--- src/rtl/l2_icache_resp.sv ---
// ---------------------------------------------------------------------------
// l2_icache_resp
//   L2-side responder for instruction-cache refill requests. A single block
//   request (irq + l2_addr) is looked up in an external direct-mapped L2
//   tag/data array. A hit returns the stored block with an l2_rdy pulse. A
//   miss fetches the block from memory, writes it into L2 and forwards it with
//   an mem_wr_ic_en pulse. Every transaction, including an unsupported WRITE
//   request, ends with a one-cycle complete pulse.
//
// Ports
//   clk, rst            clock, synchronous active-high reset
//   irq, l2_addr,       icache request, block address, 0=READ / 1=WRITE
//   l2_cache_rw
//   l2_busy             high in every state except IDLE
//   l2_rdy              hit block valid on data_wd_l2 (1-cycle pulse)
//   mem_wr_ic_en        miss-fill block valid on data_wd_l2 (1-cycle pulse)
//   data_wd_l2          registered block to the icache, held until next load
//   complete            transaction done (1-cycle pulse)
//   l2_index            L2 array index, taken from the accepted address
//   l2_tag_rd/l2_data_rd  {valid, tag} and block read from the L2 array
//   l2_rw, l2_tag_wd,   L2 array write strobe and fill tag/block
//   l2_data_wd
//   mem_req, mem_addr   memory read request (held until mem_rdy) and address
//   mem_rdy, mem_data   memory block return
//
// Configuration
//   L2_RESP_STAT_EN  adds saturating 32-bit hit_cnt / miss_cnt outputs.
// ---------------------------------------------------------------------------
module l2_icache_resp #(
  parameter int ADDR_W = 28,
  parameter int IDX_W  = 9,
  parameter int BLK_W  = 128,
  localparam int TAG_W = ADDR_W - IDX_W
) (
  input  logic              clk,
  input  logic              rst,
  input  logic              irq,
  input  logic [ADDR_W-1:0] l2_addr,
  input  logic              l2_cache_rw,
  output logic              l2_busy,
  output logic              l2_rdy,
  output logic              mem_wr_ic_en,
  output logic [BLK_W-1:0]  data_wd_l2,
  output logic              complete,
  output logic [IDX_W-1:0]  l2_index,
  input  logic [TAG_W:0]    l2_tag_rd,
  input  logic [BLK_W-1:0]  l2_data_rd,
  output logic              l2_rw,
  output logic [TAG_W:0]    l2_tag_wd,
  output logic [BLK_W-1:0]  l2_data_wd,
  output logic              mem_req,
  output logic [ADDR_W-1:0] mem_addr,
  input  logic              mem_rdy,
  input  logic [BLK_W-1:0]  mem_data
`ifdef L2_RESP_STAT_EN
  ,
  output logic [31:0]       hit_cnt,
  output logic [31:0]       miss_cnt
`endif
);

  typedef enum logic [2:0] {
    S_IDLE,
    S_L2_RD,
    S_HIT_SEND,
    S_MEM_REQ,
    S_MEM_FWD,
    S_DONE
  } state_t;

  state_t            state, next_state;
  logic [ADDR_W-1:0] req_addr;
  logic [TAG_W-1:0]  req_tag;
  logic              tag_hit;
  logic              accept;

  assign req_tag  = req_addr[ADDR_W-1:IDX_W];
  assign l2_index = req_addr[IDX_W-1:0];
  assign mem_addr = req_addr;

  // The array read launched by the index held in req_addr is compared while
  // in L2_RD; a cleared valid bit never hits, whatever the stored tag.
  assign tag_hit = l2_tag_rd[TAG_W] && (l2_tag_rd[TAG_W-1:0] == req_tag);
  assign accept  = (state == S_IDLE) && irq;

  // Fill write-back is only driven while the strobe is up so the array sees
  // quiet buses the rest of the time.
  assign l2_tag_wd  = l2_rw ? {1'b1, req_tag} : '0;
  assign l2_data_wd = l2_rw ? mem_data : '0;

  // NOTE: sequential state uses non-blocking assignments so every register
  // samples the pre-edge values, independent of statement order.
  always_ff @(posedge clk) begin
    if (rst) begin
      state      <= S_IDLE;
      req_addr   <= '0;
      data_wd_l2 <= '0;
    end else begin
      state <= next_state;
      if (accept) req_addr <= l2_addr;
      if (state == S_L2_RD && tag_hit)
        data_wd_l2 <= l2_data_rd;
      else if (state == S_MEM_REQ && mem_rdy)
        data_wd_l2 <= mem_data;
    end
  end

  // NOTE: every signal written here gets a default first, so no path through
  // the case statement can leave one unassigned and infer a latch.
  always_comb begin
    next_state   = state;
    l2_busy      = 1'b1;
    l2_rdy       = 1'b0;
    mem_wr_ic_en = 1'b0;
    complete     = 1'b0;
    mem_req      = 1'b0;
    l2_rw        = 1'b0;
    unique case (state)
      S_IDLE: begin
        l2_busy = 1'b0;
        // WRITE is unsupported: it skips the array and only completes.
        if (irq) next_state = l2_cache_rw ? S_DONE : S_L2_RD;
      end
      S_L2_RD:    next_state = tag_hit ? S_HIT_SEND : S_MEM_REQ;
      S_HIT_SEND: begin
        l2_rdy     = 1'b1;
        next_state = S_DONE;
      end
      S_MEM_REQ: begin
        mem_req = 1'b1;
        // Fill L2 in the same cycle the memory block arrives.
        if (mem_rdy) begin
          l2_rw      = 1'b1;
          next_state = S_MEM_FWD;
        end
      end
      S_MEM_FWD: begin
        mem_wr_ic_en = 1'b1;
        next_state   = S_DONE;
      end
      S_DONE: begin
        // irq is not looked at here; a held irq is taken in the next IDLE.
        complete   = 1'b1;
        next_state = S_IDLE;
      end
      default: next_state = S_IDLE;
    endcase
  end

`ifdef L2_RESP_STAT_EN
  always_ff @(posedge clk) begin
    if (rst) begin
      hit_cnt  <= '0;
      miss_cnt <= '0;
    end else if (state == S_L2_RD) begin
      if (tag_hit) begin
        if (hit_cnt != 32'hFFFF_FFFF) hit_cnt <= hit_cnt + 32'd1;
      end else begin
        if (miss_cnt != 32'hFFFF_FFFF) miss_cnt <= miss_cnt + 32'd1;
      end
    end
  end
`endif

endmodule

--- config.mk ---
export PLATFORM = sky130hd
export DESIGN_NAME = l2_icache_resp
export DESIGN_NICKNAME = d
export VERILOG_FILES = /design/src/rtl/l2_icache_resp.sv
export SDC_FILE = /design/constraint.sdc
export NUM_CORES = 1
export LEC_CHECK = 0
export ABC_AREA = 1
export CAP_MARGIN = 0
export CELL_PAD_IN_SITES_DETAIL_PLACEMENT = 0
export CELL_PAD_IN_SITES_GLOBAL_PLACEMENT = 1
export CORE_AREA = 2 2 243 245
export CTS_BUF_LIST = sky130_fd_sc_hd__clkbuf_2
export CTS_CLUSTER_DIAMETER = 60
export DETAILED_ROUTE_END_ITERATION = 8
export DIE_AREA = 0 0 245 247
export GPL_ROUTABILITY_DRIVEN = 0
export GPL_TIMING_DRIVEN = 0
export PLACE_DENSITY_LB_ADDON = 0.05
export SYNTH_ARGS = -nofsm -noshare
export SYNTH_HDL_FRONTEND = slang
export SYNTH_SLANG_ARGS = --single-unit
--- constraint.sdc ---
create_clock -name clk -period 1.7 [get_ports clk]
set_input_delay 0.17 -clock clk [delete_from_list [all_inputs] [get_ports clk]]
set_output_delay 0.17 -clock clk [all_outputs]
set_load 0.01 [all_outputs]
==> summary.md <==
| Metric | Value |
|---|---|
| Remaining antenna violation count | `0` |
| Largest net degree at the start of global routing | `17` |
| Commonest non-fill, non-tap cell in the layout | `clkdlybuf4s50_1` |
| DRC errors left | `0` |
| Multi-input logic area | `0.005120 mm2` |
| Status | `finished, violations left` |
| Worst Hold Class | `in2reg` |
| Slew headroom | `33.69%` |
| CTS Buf Count | `17` |
| Post-Layout Cell Count | `3399` |
| Layout Utilization | `37.46%` |
| CP endpoint kind | `primary output` |
| DP HPWL | `46.42 mm` |
| Root cell of the clock tree | `clkbuf_2` |
| CTS clk-pin slew, worst paths | `0.31 ns` |
| TritonCTS clock tree | `built` |
| Yosys warnings | `0` |
| Area Overhead vs Synth | `135.4%` |
| CP delay by family, top | `buffers and inverters` |
| Int Power | `6.741 mW` |
| Clk network pwr share | `19.7%` |
| Htree depth | `4` |
| Syn Nets | `1878` |
| GRT Residual Overflow | `0` |
| Netlist Area Pre-Place | `0.009268 mm2` |
| Final Cycle Share | `167.1%` |
| Cell count after synthesis | `1569` |
| Share of layout cells above drive strength 1 | `24.00%` |
| Failing checks | `negative hold slack, negative setup slack` |
| DR iter-0 viols | `449` |
| Hold Worst Slack | `-0.2254 ns` |
| Simple-Gate Fraction of Synth Area | `36.45%` |
| Routed WL | `61.19 mm` |
| Post-synthesis mux area share | `0%` |
| Worst Max-Slew Pin Slew | `0.9946 ns` |
| Sw power | `4.037 mW` |
| Die height | `247 um` |
| Final worst slack | `-1.140 ns` |
| Pre-CTS setup slack | `-0.9565 ns` |
| DR WL/cell | `18.00 um` |
| Total track usage | `19.35%` |
| DRT Pass-1 Iters | `4` |
| FF+latch count, synth | `159` |
| Die width | `245 um` |
| Syn Area/Cell | `5.907 um2` |
| Clk sink count | `159` |
| Crit path DAT | `2.67 ns` |
| Combinational Power Share | `42.0%` |
| First-pass GRT wire length | `86.24 mm` |
| CP max stage cell | `dfxtp_4` |
| Post-route setup TNS | `-266.21 ns` |
| Max-slew violations | `0` |
| Largest vdd supply drop | `0.0004524 V` |
| Cell area after layout | `0.02182 mm2` |
| Clk buf depth | `2` |
| Worst-skew pair later-pin latency | `1.05 ns` |
| Total power | `10.78 mW` |
| Synth Area in XOR/XNOR | `0%` |
| Clock skew | `0.05058 ns` |
| Minimum clock period | `2.840 ns` |
| Final net count | `2913` |
| Critical path type | `reg2out` |
| Max-Cap Viols | `0` |
| Buffers on Ports | `627` |
| Main combinational cell family by area after synthesis | `simple AND/OR/NAND/NOR gates` |
| Commonest cells after routing, fill and taps aside | `clkdlybuf4s50_1, nand2_1, dlygate4sd3_1` |
| Maximum clock rate | `0.3521 GHz` |
| Initial Utilization | `15.91%` |
| Dpl cell area | `0.01651 mm2` |
| Post-synthesis adder-cell area fraction | `0%` |
| Std-Cell Rows | `89` |
| Final setup vio count | `475` |
| Number of placed cells counting well taps | `2969` |
| Die ar. | `0.06052 mm2` |
| CP peak stage delay | `0.43 ns` |
| CP required | `1.53 ns` |
| Leakage Power | `10.70 nW` |
| Worst Path Buf+Inv | `8` |
| Setup repair after global routing missed its margin | `yes` |
| Vias | `13660` |
| Crit Path Max Fanout | `6` |
| Switch share | `37.45%` |
| Netlist cell types | `21` |
| Crit-path cells | `inv_1, nor2_4, nand2_4, clkinv_8, buf_12, buf_12, buf_8, buf_8, nand2_8, inv_2, buf_6` |
| Startpoint Class | `flop` |
| Via density | `4.018` |
| Total core area | `0.05824 mm2` |
| Initial antenna violation count | `7` |
| Number of global-route vias before repair | `13570` |
| Final hold viol count | `8` |
| FILL cells | `6197` |
| Register area | `0.003213 mm2` |
| Num ports | `628` |
| Sequential power share | `38.3%` |
| Synth Area in Compound Gates | `9.721%` |
| Register area share after synthesis | `34.35%` |
| Pwr dens | `494.0 mW/mm2` |
==> cell type report <==
| type | count | area share (%) |
|---|---|---|
| repair buffers | 1019 | 46.69 |
| multi-input cells | 980 | 23.47 |
| flip-flops and latches | 159 | 14.73 |
| inverters | 310 | 5.459 |
| well taps | 773 | 4.433 |
| plain buffers | 117 | 4.203 |
| clock inverters | 15 | 0.5333 |
| clock buffers | 17 | 0.3900 |
| diodes | 9 | 0.1032 |
==> what timing repair did <==
item,4_1_cts,5_1_grt
pin swaps,2,9
setup endpoints to repair,478,478
cloned,5,3
gates resized for setup,749,472
hold buffers,239,40
endpoints found under the hold margin,159,48
buffers inserted,53,59
==> flip-flops by register name, summed over array words and instances, names as in the netlist <==
| register | flops |
|---|---|
| mem_addr | 28 |
| state | 3 |
| data_wd_l2 | 128 |
==> metal layers <==
metal | vias to the layer above | track usage, % | wire [um]
met3 | 48 | 5.915 | 4029
met1 | 6356 | 22.57 | 24950
met4 | 2 | 4.232 | 915
met2 | 362 | 34.59 | 31280
li1 | 6888 | - | -
met5 | - | 0 | 11
==> cell families (layout without fill, tap and decap cells) <==
logic type,count (synthesis),after routing
buffers and inverters,430,1478
AND/OR/NAND/NOR,801,801
AO/OA/AOI/OAI,179,179
flip-flops,159,159
other,0,9
==> tightest hold or removal path: stages <==
cell,delay [ns]
clkdlybuf4s50_1,0.40
nand2_1,0.10
nand2_1,0.05
nand2_1,0.05
a21oi_1,0.05
==> path summary, 6_finish.rpt <==
check | end | slack [ns] | startpoint | depth (start not counted)
max | l2_data_wd[61] | -1.14 | state[0] | 11
min | data_wd_l2[7] | -0.23 | mem_data[7] | 5
max reg2reg | data_wd_l2[87] | -0.40 | state[2] | 7
min reg2reg | data_wd_l2[73] | 0.50 | data_wd_l2[73] | 2
==> Yosys cell counts <==
master	number	area (um2)
a21boi_0	1	7.510
a21oi_1	157	785.8
dfxtp_1	159	3183
or2_2	1	6.260
clkbuf_1	33	123.9
nand4_1	6	37.54
and2_0	1	6.260
nor2_4	1	11.26
buf_1	15	56.30
nor3_2	1	10.01
buf_4	18	135.1
nand3_1	269	1346
inv_1	300	1126
a211oi_1	1	7.510
buf_2	45	225.2
buf_6	9	101.4
inv_2	10	37.54
o21ai_0	20	100.1
nor2_1	42	157.7
nand2_1	479	1798
nor3_1	1	5.000
==> power groups by stage <==
stage / logic (mW) / clock network (mW) / registers [mW]
6_report: 4.53 / 2.12 / 4.13
5_1_grt: 4.87 / 2.42 / 4.17
4_1_cts: 4.15 / 2.31 / 4.11
3_5_place_dp: 3.34 / 0 / 4.18
3_3_place_gp: 3.34 / 0 / 4.18
2_1_floorplan: 1.21 / 0 / 4.25
(Power assumes the default switching activity.)
